**config.mk**
```make
export PLATFORM = sky130hd
export DESIGN_NAME = pdm_stereo_cic
export DESIGN_NICKNAME = d
export VERILOG_FILES = /design/src/rtl/pdm_pkg.sv /design/src/rtl/pdm_stereo_cic_channel.sv /design/src/rtl/pdm_stereo_cic.sv
export SDC_FILE = /design/constraint.sdc
export NUM_CORES = 2
export LEC_CHECK = 0
export BUFFER_PORTS_ARGS = -buffer_cell sky130_fd_sc_hd__buf_2
export CAP_MARGIN = 20
export CORE_MARGIN = 4
export CORE_UTILIZATION = 35
export DETAILED_ROUTE_END_ITERATION = 10
export SLEW_MARGIN = 20
export SYNTH_ARGS = -nofsm -noshare
export SYNTH_HDL_FRONTEND = slang
export SYNTH_SLANG_ARGS = --single-unit
```
**constraint.sdc**
```tcl
create_clock -name HCLK -period 26.7 [get_ports HCLK]
set_input_delay 6.675 -clock HCLK [delete_from_list [all_inputs] [get_ports HCLK]]
set_output_delay 6.675 -clock HCLK [all_outputs]
set_load 0.02 [all_outputs]
```
**src/rtl/pdm_pkg.sv**
```systemverilog
// pdm_pkg: shared constants and helpers for the stereo PDM CIC front end
package pdm_pkg;
    localparam logic signed [1:0] PDM_POS = 2'sb01;
    localparam logic signed [1:0] PDM_NEG = 2'sb11;

    function automatic int cic_width(input int order, input int dec);
        return order * $clog2(dec) + 2;
    endfunction
endpackage

```
**src/rtl/pdm_stereo_cic_channel.sv**
```systemverilog
// cic_channel: one channel's integrator chain and pipelined comb section
module cic_channel
    import pdm_pkg::*;
#(
    parameter int ORDER     = 4,
    parameter int W         = 22,
    parameter int OUT_WIDTH = 16
) (
    input  logic                 HCLK,
    input  logic                 HRESET,
    input  logic                 clear,
    input  logic                 tick,
    input  logic                 bit_in,
    input  logic                 latch,
    output logic [OUT_WIDTH-1:0] sample,
    output logic                 done
);
    logic signed [W-1:0] integ [ORDER];
    logic signed [W-1:0] dly [ORDER];
    logic signed [W-1:0] stage [ORDER+1];
    logic [ORDER:0] vld;
    logic signed [W-1:0] x;

    assign x = W'(bit_in ? PDM_POS : PDM_NEG);
    assign done = vld[ORDER];

    always_ff @(posedge HCLK or posedge HRESET) begin
        if (HRESET) begin
            for (int i = 0; i < ORDER; i++) begin
                integ[i] <= '0;
                dly[i] <= '0;
            end
            for (int i = 0; i <= ORDER; i++) stage[i] <= '0;
            vld <= '0;
        end else if (clear) begin
            for (int i = 0; i < ORDER; i++) begin
                integ[i] <= '0;
                dly[i] <= '0;
            end
            for (int i = 0; i <= ORDER; i++) stage[i] <= '0;
            vld <= '0;
        end else begin
            if (tick) begin
                integ[0] <= integ[0] + x;
                for (int i = 1; i < ORDER; i++) integ[i] <= integ[i] + integ[i-1];
            end
            if (latch) stage[0] <= integ[ORDER-1];
            vld <= {vld[ORDER-1:0], latch};
            // one comb stage per cycle as the valid bit walks down the pipe
            for (int i = 0; i < ORDER; i++) begin
                if (vld[i]) begin
                    stage[i+1] <= stage[i] - dly[i];
                    dly[i] <= stage[i];
                end
            end
        end
    end

    if (W > OUT_WIDTH) begin : g_shift
        assign sample = stage[ORDER][W-1 -: OUT_WIDTH];
    end else begin : g_ext
        assign sample = OUT_WIDTH'(stage[ORDER]);
    end
endmodule

```
**src/rtl/pdm_stereo_cic.sv**
```systemverilog
// pdm_stereo_cic: stereo PDM capture, per-channel CIC decimation and a
// show-ahead frame FIFO with valid/ready output and sticky overflow.
module pdm_stereo_cic
    import pdm_pkg::*;
#(
    parameter int CLK_DIV    = 40,
    parameter int DECIMATION = 32,
    parameter int CIC_ORDER  = 4,
    parameter int OUT_WIDTH  = 16,
    parameter int FIFO_DEPTH = 4,
    parameter bit STEREO     = 1
) (
    input  logic                 HCLK,
    input  logic                 HRESET,
    input  logic                 enable,
    input  logic                 pdm_data,
    output logic                 pdm_clk,
    output logic [OUT_WIDTH-1:0] out_left,
    output logic [OUT_WIDTH-1:0] out_right,
    output logic                 out_valid,
    input  logic                 out_ready,
    output logic                 overflow,
    input  logic                 ovf_clr
);
    localparam int W  = cic_width(CIC_ORDER, DECIMATION);
    localparam int CW = $clog2(CLK_DIV);
    localparam int DW = $clog2(DECIMATION);
    localparam int AW = $clog2(FIFO_DEPTH);

    typedef struct packed {
        logic [OUT_WIDTH-1:0] left;
        logic [OUT_WIDTH-1:0] right;
    } frame_t;

    if (CLK_DIV < 8) begin : g_bad_div
        $error("CLK_DIV must be at least 8 so the comb pipeline drains between ticks");
    end

    logic [CW-1:0] div_cnt;
    logic [DW-1:0] dec_cnt;
    logic [1:0] sync;
    logic tc, rise, fall, latch;

    assign tc = enable && div_cnt == CW'(CLK_DIV - 1);
    assign rise = tc && !pdm_clk;
    assign fall = tc && pdm_clk;
    assign latch = rise && dec_cnt == DW'(DECIMATION - 1);

    always_ff @(posedge HCLK or posedge HRESET) begin
        if (HRESET) begin
            sync <= '0;
            div_cnt <= '0;
            pdm_clk <= 1'b0;
            dec_cnt <= '0;
        end else begin
            sync <= {sync[0], pdm_data};
            div_cnt <= (!enable || tc) ? '0 : div_cnt + 1'b1;
            pdm_clk <= enable && (pdm_clk ^ tc);
            dec_cnt <= !enable ? '0 : dec_cnt + DW'(rise);
        end
    end

    frame_t wr_frame;
    logic l_done, wr_req;

    cic_channel #(.ORDER(CIC_ORDER), .W(W), .OUT_WIDTH(OUT_WIDTH)) u_left (
        .HCLK(HCLK), .HRESET(HRESET), .clear(!enable), .tick(fall), .bit_in(sync[1]),
        .latch(latch), .sample(wr_frame.left), .done(l_done)
    );

    if (STEREO) begin : g_right
        logic r_done;
        cic_channel #(.ORDER(CIC_ORDER), .W(W), .OUT_WIDTH(OUT_WIDTH)) u_right (
            .HCLK(HCLK), .HRESET(HRESET), .clear(!enable), .tick(rise), .bit_in(sync[1]),
            .latch(latch), .sample(wr_frame.right), .done(r_done)
        );
        assign wr_req = l_done && r_done;
    end else begin : g_mono
        assign wr_frame.right = '0;
        assign wr_req = l_done;
    end

    frame_t mem [FIFO_DEPTH];
    logic [AW:0] wptr, rptr;
    logic empty, full, rd, wr;

    assign empty = wptr == rptr;
    assign full = (wptr ^ rptr) == {1'b1, {AW{1'b0}}};
    assign rd = !empty && out_ready;
    // a same-cycle pop frees the slot, so a full FIFO still accepts the write
    assign wr = wr_req && (!full || rd);
    assign out_valid = !empty;
    assign {out_left, out_right} = empty ? '0 : mem[rptr[AW-1:0]];

    always_ff @(posedge HCLK) begin
        if (wr) mem[wptr[AW-1:0]] <= wr_frame;
    end

    always_ff @(posedge HCLK or posedge HRESET) begin
        if (HRESET) begin
            wptr <= '0;
            rptr <= '0;
            overflow <= 1'b0;
        end else begin
            wptr <= wptr + (AW+1)'(wr);
            rptr <= rptr + (AW+1)'(rd);
            overflow <= (wr_req && !wr) || (overflow && !ovf_clr);
        end
    end
endmodule

```
**Word-level counts from Yosys, hierarchy flattened**

Memory sizes are Yosys's and may differ from the RTL's.
Cells that the tools add are included.

- Bitwise gates (word level): 2
- Equal/unequal tests: 15
- Mux-type cells: 34
- Reduce and logical (&&, ||, !) cells: 19
- $add $sub $neg: 20

Operators by type and width:

| kind | count |
|---|---|
| $mux W88 | 6 |
| $mux W22 | 19 |
| $mux W110 | 2 |
| $add A22 B22 Y22 | 8 |
| $sub A22 B22 Y22 | 8 |
| $mux W32 | 1 |
| $ne A2 B1 Y1 const B | 11 |
| $mux W5 | 3 |
| $logic_and A1 B1 Y1 | 10 |
| $add A3 B1 Y3 | 2 |
| $add A6 B1 Y6 const B | 1 |
| $eq A6 B6 Y1 const B | 1 |
| $logic_not A1 Y1 | 6 |
| $mux W6 | 1 |
| $add A5 B1 Y5 | 1 |
| $eq A5 B5 Y1 const B | 1 |
| $eq A3 B3 Y1 | 1 |
| $eq A3 B3 Y1 const B | 1 |
| $logic_or A1 B1 Y1 | 3 |
| $xor A3 B3 Y3 | 1 |
| $mux W1 | 2 |
| $xor A1 B1 Y1 | 1 |

- Register bits: 603
- Word-level logic and storage cells: 126
- Memories kept: 1
- Bits in writable memories: 128

Memory list:

| memory | words | width | rd ports | clocked after Yosys merged registers in | write ports | RTL line | text |
|---|---|---|---|---|---|---|---|
| mem | 4 | 32 | 1 | 0 | 1 | pdm_stereo_cic.sv:83 | `frame_t mem [FIFO_DEPTH];` |

**Logic depth before layout (Yosys ltp)**

- Depth in word-level cells: 8
- Gate-level depth with buffers: 13
- Mapped depth without buffers: 13

**By module**

Synthesis repeated with hierarchy kept, for this count alone.

- Cells, all modules: 4,432
- Area, all modules: 43,888.3 um2

Modules (own cells, without submodules):

| module | area an instance (um2) | times used | sequential area each (um2) | cells each |
|---|---|---|---|---|
| cic_channel (g_right.u_right) | 19,324.8 | 1 | 7,131.8 | 2,125 |
| cic_channel (u_left) | 18,764.2 | 1 | 7,131.8 | 2,021 |
| pdm_stereo_cic | 5,799.3 | 1 | 4,369.2 | 286 |

**Worst setup path after synthesis**

No wires, ideal clock.

- Path type: input -> register
- From: input port out_ready
- To: memory mem[0][0] (netlist bit), enable pin
- Buffers on the path: 0
- Cell stages on the path: 3
- Path slack: 16.876 ns
- Data required time: 26.232 ns
- Setup time: 0.468 ns
- Arrival time: 9.356 ns
- Cells stage by stage: nor3_1 nor2b_1 nor3b_1

- Word-level cells in the longest chain between the ends: 5

Ends and longest elaborated chain:

| what | RTL line | text |
|---|---|---|
| from (decl) | pdm_stereo_cic.sv:21 | `input logic out_ready,` |
| $logic_and A1 B1 Y1 | pdm_stereo_cic.sv:89 | `assign rd = !empty && out_ready;` |
| $logic_or A1 B1 Y1 | pdm_stereo_cic.sv:91 | `assign wr = wr_req && (!full \|\| rd);` |
| $logic_and A1 B1 Y1 | pdm_stereo_cic.sv:91 |  |
| $mux W1 | pdm_stereo_cic.sv:96 | `if (wr) mem[wptr[AW-1:0]] <= wr_frame;` |
| $mux W1 (implied by the code) | pdm_stereo_cic.sv:96 |  |
| to (decl) | pdm_stereo_cic.sv:83 |  |

Every way passes these cells.

**Worst setup path in the final report**

- From: register rptr[1]
- To: output port out_left[9]

- Word-level cells in the longest chain between the ends: 2

Ends and longest elaborated chain:

| what | RTL line | text |
|---|---|---|
| from (decl) | pdm_stereo_cic.sv:84 | `logic [AW:0] wptr, rptr;` |
| from (signal assigned) | pdm_stereo_cic.sv:106 | `rptr <= rptr + (AW+1)'(rd);` |
| $mem_v2 Z4 W32 or $eq A3 B3 Y1 (tied branches) | -- |  |
| $mux W32 * | pdm_stereo_cic.sv:93 | `assign {out_left, out_right} = empty ? '0 : mem[rptr[AW-1:0]];` |
| to (decl) | pdm_stereo_cic.sv:18 | `output logic [OUT_WIDTH-1:0] out_left,` |

Every way passes the cells marked *; elsewhere a longest branch is shown, timed or not.

==> out/results.tsv <==
stage	metric	value	unit
status	status	complete, no violations	
clock_network	htree_num_levels	3	
synthesis	synth_ff_type	dfrtp_1	
timing	setup_tns	0	ps
timing	timing.final.ws_setup	17390	ps
synthesis	syn_area	42540	sq um
timing	slew_headroom	0.3165	
floorplanning	rows	127	
critical_path	crit_fanout	34	
grt	grt_antenna_before_repair	0	
clock_network	clk_pin_slew	60	ps
critical_path	rrSetupSlack	23030	ps
placement	dpl_worst_slack	16460	ps
grt	grt_max_degree	209	
critical_path	path_class	reg -> out	
timing	setup-violations-final	0	
placement	hpwlAfterDp	52400	um
timing	finClkSkew	20.07	ps
drt	routed_wl	78420	um
final_layout	drive_above_1_share	0.06588	
drt	drc	0	
drt	drtIter0Drc	1439	
timing	hold_viol	0	
grt	grt_pass1_vias	28357	
power	p_leak	20.73	nW
grt	gr-total-overflow	0	
drt	wl_per_cell	13.24	um
run	drv_cap	0	
placement	gp_congestion	0.7789	
final_layout	area_growth	11.12	%
synthesis	synth_edf_count	128	
clock_network	clock-sinks	714	
synthesis	ys_seq_area_frac	0.4350	
critical_path	worst_ep_required_time	20020	ps
power	ir_drop	0.00007685	V
timing	rsz0062_at_grt	false	
timing	worst_slew_pin_slew	1025	ps
clock_network	post-cts-setup-buffers	0	
floorplanning	coreArea	120300	sq um
min_path	hold_class	reg -> reg	
final_layout	nets	4611	
critical_path	cp.arrival	2630	ps
clock_network	clock_path_buffers	3	
synthesis	synth-seq-cells	714	
drt	vias	28887	
timing	fmax	0.1075	GHz
drt	final_antenna_net_count	0	
timing	finalMaxSlewViolations	0	
synthesis	synth_cell_types	92	
floorplanning	io_pins	41	
synthesis	synthCells	4254	
critical_path	endpoint_kind	primary output	
clock_network	cts-root-buf	clkbuf_16	
final_layout	diodes	0	
clock_network	post_cts_resized	0	
timing	finalCritPeriodShare	0.3486	
grt	grt.total_usage	0.1239	
placement	port_buffers	40	
drt	firstDrtPassIters	5	
clock_network	holdBufCountCts	0	
floorplanning	dieArea	127200	sq um
timing	min_period	9306	ps
floorplanning	initial_core_util	0.3537	
clock_network	insertion_delay	630	ps
clock_network	cts_inserted_buffers	79	
power	powerDensity	52.26	nW/um^2
floorplanning	die_w	356.6	um
critical_path	cp-start-kind	flip-flop	
synthesis	avgSynthCellArea	10.00	sq um
synthesis	synth_warnings	0	
synthesis	async_reset_ff_frac	0.8207	
synthesis	syn_nets	4615	
grt	grt_pass1_wl	137400	um
floorplanning	die_h	356.6	um
clock_network	tritoncts	done	
drt	viasPerCell	4.877	
[Yosys cell counts, drive strengths merged, types with 16 or more instances]
cell type / instances / area share
inv: 246 / 0.022
clkbuf: 111 / 0.0098
o21a: 60 / 0.011
xnor2: 187 / 0.038
a211oi: 61 / 0.011
nor2: 598 / 0.053
mux2i: 345 / 0.081
a21oi: 287 / 0.034
nor3: 45 / 0.0054
a21o: 115 / 0.020
nand3: 74 / 0.0087
o21ai: 150 / 0.018
a31oi: 32 / 0.0049
nand4: 16 / 0.0024
xor2: 96 / 0.020
mux4: 32 / 0.017
buf: 42 / 0.0037
edfxtp: 128 / 0.090
nor2b: 78 / 0.011
or3: 23 / 0.0034
o22ai: 17 / 0.0026
ha: 341 / 0.10
and3: 33 / 0.0049
nand2b: 35 / 0.0051
o21bai: 28 / 0.0049
dfrtp: 586 / 0.34
nand2: 277 / 0.024
[flip-flops by register name, summed over array words and instances (netlist names)]
name and count:
g_right.u_right.stage 88, u_left.stage 88, overflow 1, u_left.sample 16, g_right.u_right.vld 5, g_right.u_right.sample 16, mem 128, pdm_clk 1
sync 2, u_left.dly 88, rptr 3, dec_cnt 5, div_cnt 6, g_right.u_right.integ 88, wptr 3, u_left.integ 88
g_right.u_right.dly 88
[report_power, final]
group	total, mW	switching (mW)	internal (mW)
Clock	1.17	0.442	0.724
Sequential	1.12	0.0123	1.11
Combinational	0.184	0.113	0.0709
Total	2.47	0.567	1.90
[metal layers]
metal / global-route usage / vias up / routed length [um]
li1: - / 15066 / -
met1: 0.1725 / 13475 / 39880
met2: 0.2048 / 242 / 35070
met3: 0.01799 / 104 / 2104
met4: 0.02771 / 0 / 1366
met5: 0 / - / 0
[critical path, stage by stage, from the launching register on]
cell and delay [ps]:
dfrtp_2 920, xnor2_1 210, and3_2 590, nor2b_1 100, buf_2 180
[cell usage in the layout, fill, tap and decap left out, types with 11 or more instances in the layout]
| cell type | synthesis | routed |
|---|---|---|
| a211o_1 | 13 | 13 |
| a211oi_1 | 59 | 59 |
| a21o_1 | 115 | 115 |
| a21oi_1 | 283 | 283 |
| a31oi_1 | 31 | 31 |
| and2_1 | 13 | 13 |
| and3_1 | 33 | 32 |
| buf_2 | 1 | 40 |
| buf_4 | 0 | 26 |
| bufinv_16 | 0 | 14 |
| clkbuf_1 | 111 | 18 |
| clkbuf_16 | 0 | 81 |
| clkbuf_8 | 0 | 11 |
| clkinv_2 | 0 | 11 |
| dfrtp_1 | 586 | 580 |
| edfxtp_1 | 128 | 128 |
| fa_1 | 14 | 14 |
| ha_1 | 341 | 339 |
| inv_1 | 246 | 244 |
| mux2i_1 | 345 | 345 |
| mux4_2 | 32 | 32 |
| nand2_1 | 277 | 277 |
| nand2b_1 | 35 | 35 |
| nand3_1 | 74 | 74 |
| nand4_1 | 16 | 16 |
| nor2_1 | 598 | 597 |
| nor2b_1 | 78 | 78 |
| nor3_1 | 44 | 44 |
| o211ai_1 | 13 | 13 |
| o21a_1 | 60 | 60 |
| o21ai_0 | 138 | 138 |
| o21ai_1 | 11 | 11 |
| o21bai_1 | 28 | 28 |
| o22ai_1 | 16 | 16 |
| o31ai_1 | 12 | 12 |
| or3_1 | 23 | 23 |
| xnor2_1 | 187 | 187 |
| xor2_1 | 96 | 96 |
[worst paths after layout]
check / from / to / depth (start not counted)
min in group asynchronous: HRESET / u_left.dly[3] / 2
max in group asynchronous: HRESET / g_right.u_right.vld[0] / 5
min: sync[0] / sync[1] / 0
max reg2reg: sync[1] / g_right.u_right.integ[84] / 13
min reg2reg: sync[0] / sync[1] / 0
max: rptr[1] / out_left[9] / 4
[through the flow]
stage / total power, mW / hold slack [ps] / instances / util / area (sq um)
after floorplan: 1.279 / 331.2 / 4254 / - / 42540
after global placement: 1.332 / 334.9 / 5781 / 0.3698 / 44480
after detailed placement: 1.333 / 338.9 / 5781 / 0.3698 / 44480
after CTS: 2.514 / 351.0 / 5923 / 0.3930 / 47270
after global routing: 2.570 / 356.9 / 5923 / 0.3930 / 47270
final: 2.470 / 347.6 / 5923 / 0.3930 / 47270
[layout make-up]
type,count,area [sq um]
well taps,1612,2017
multi-input cells,3141,22570
fillers,11818,73020
inverters,246,938.4
clock buffers,110,2246
clock inverters,32,541.8
repair buffers,68,435.4
flip-flops and latches,714,18530
[cell families after synthesis]
kind of cell / share of synthesized area
compound gates: 0.1373
mux: 0.09864
flops: 0.4350
fa+ha+maj: 0.1069
simple gates: 0.1286
buf+inv: 0.03523
xor+xnor: 0.05826
No activity file was read; power rests on OpenSTA's default activity.
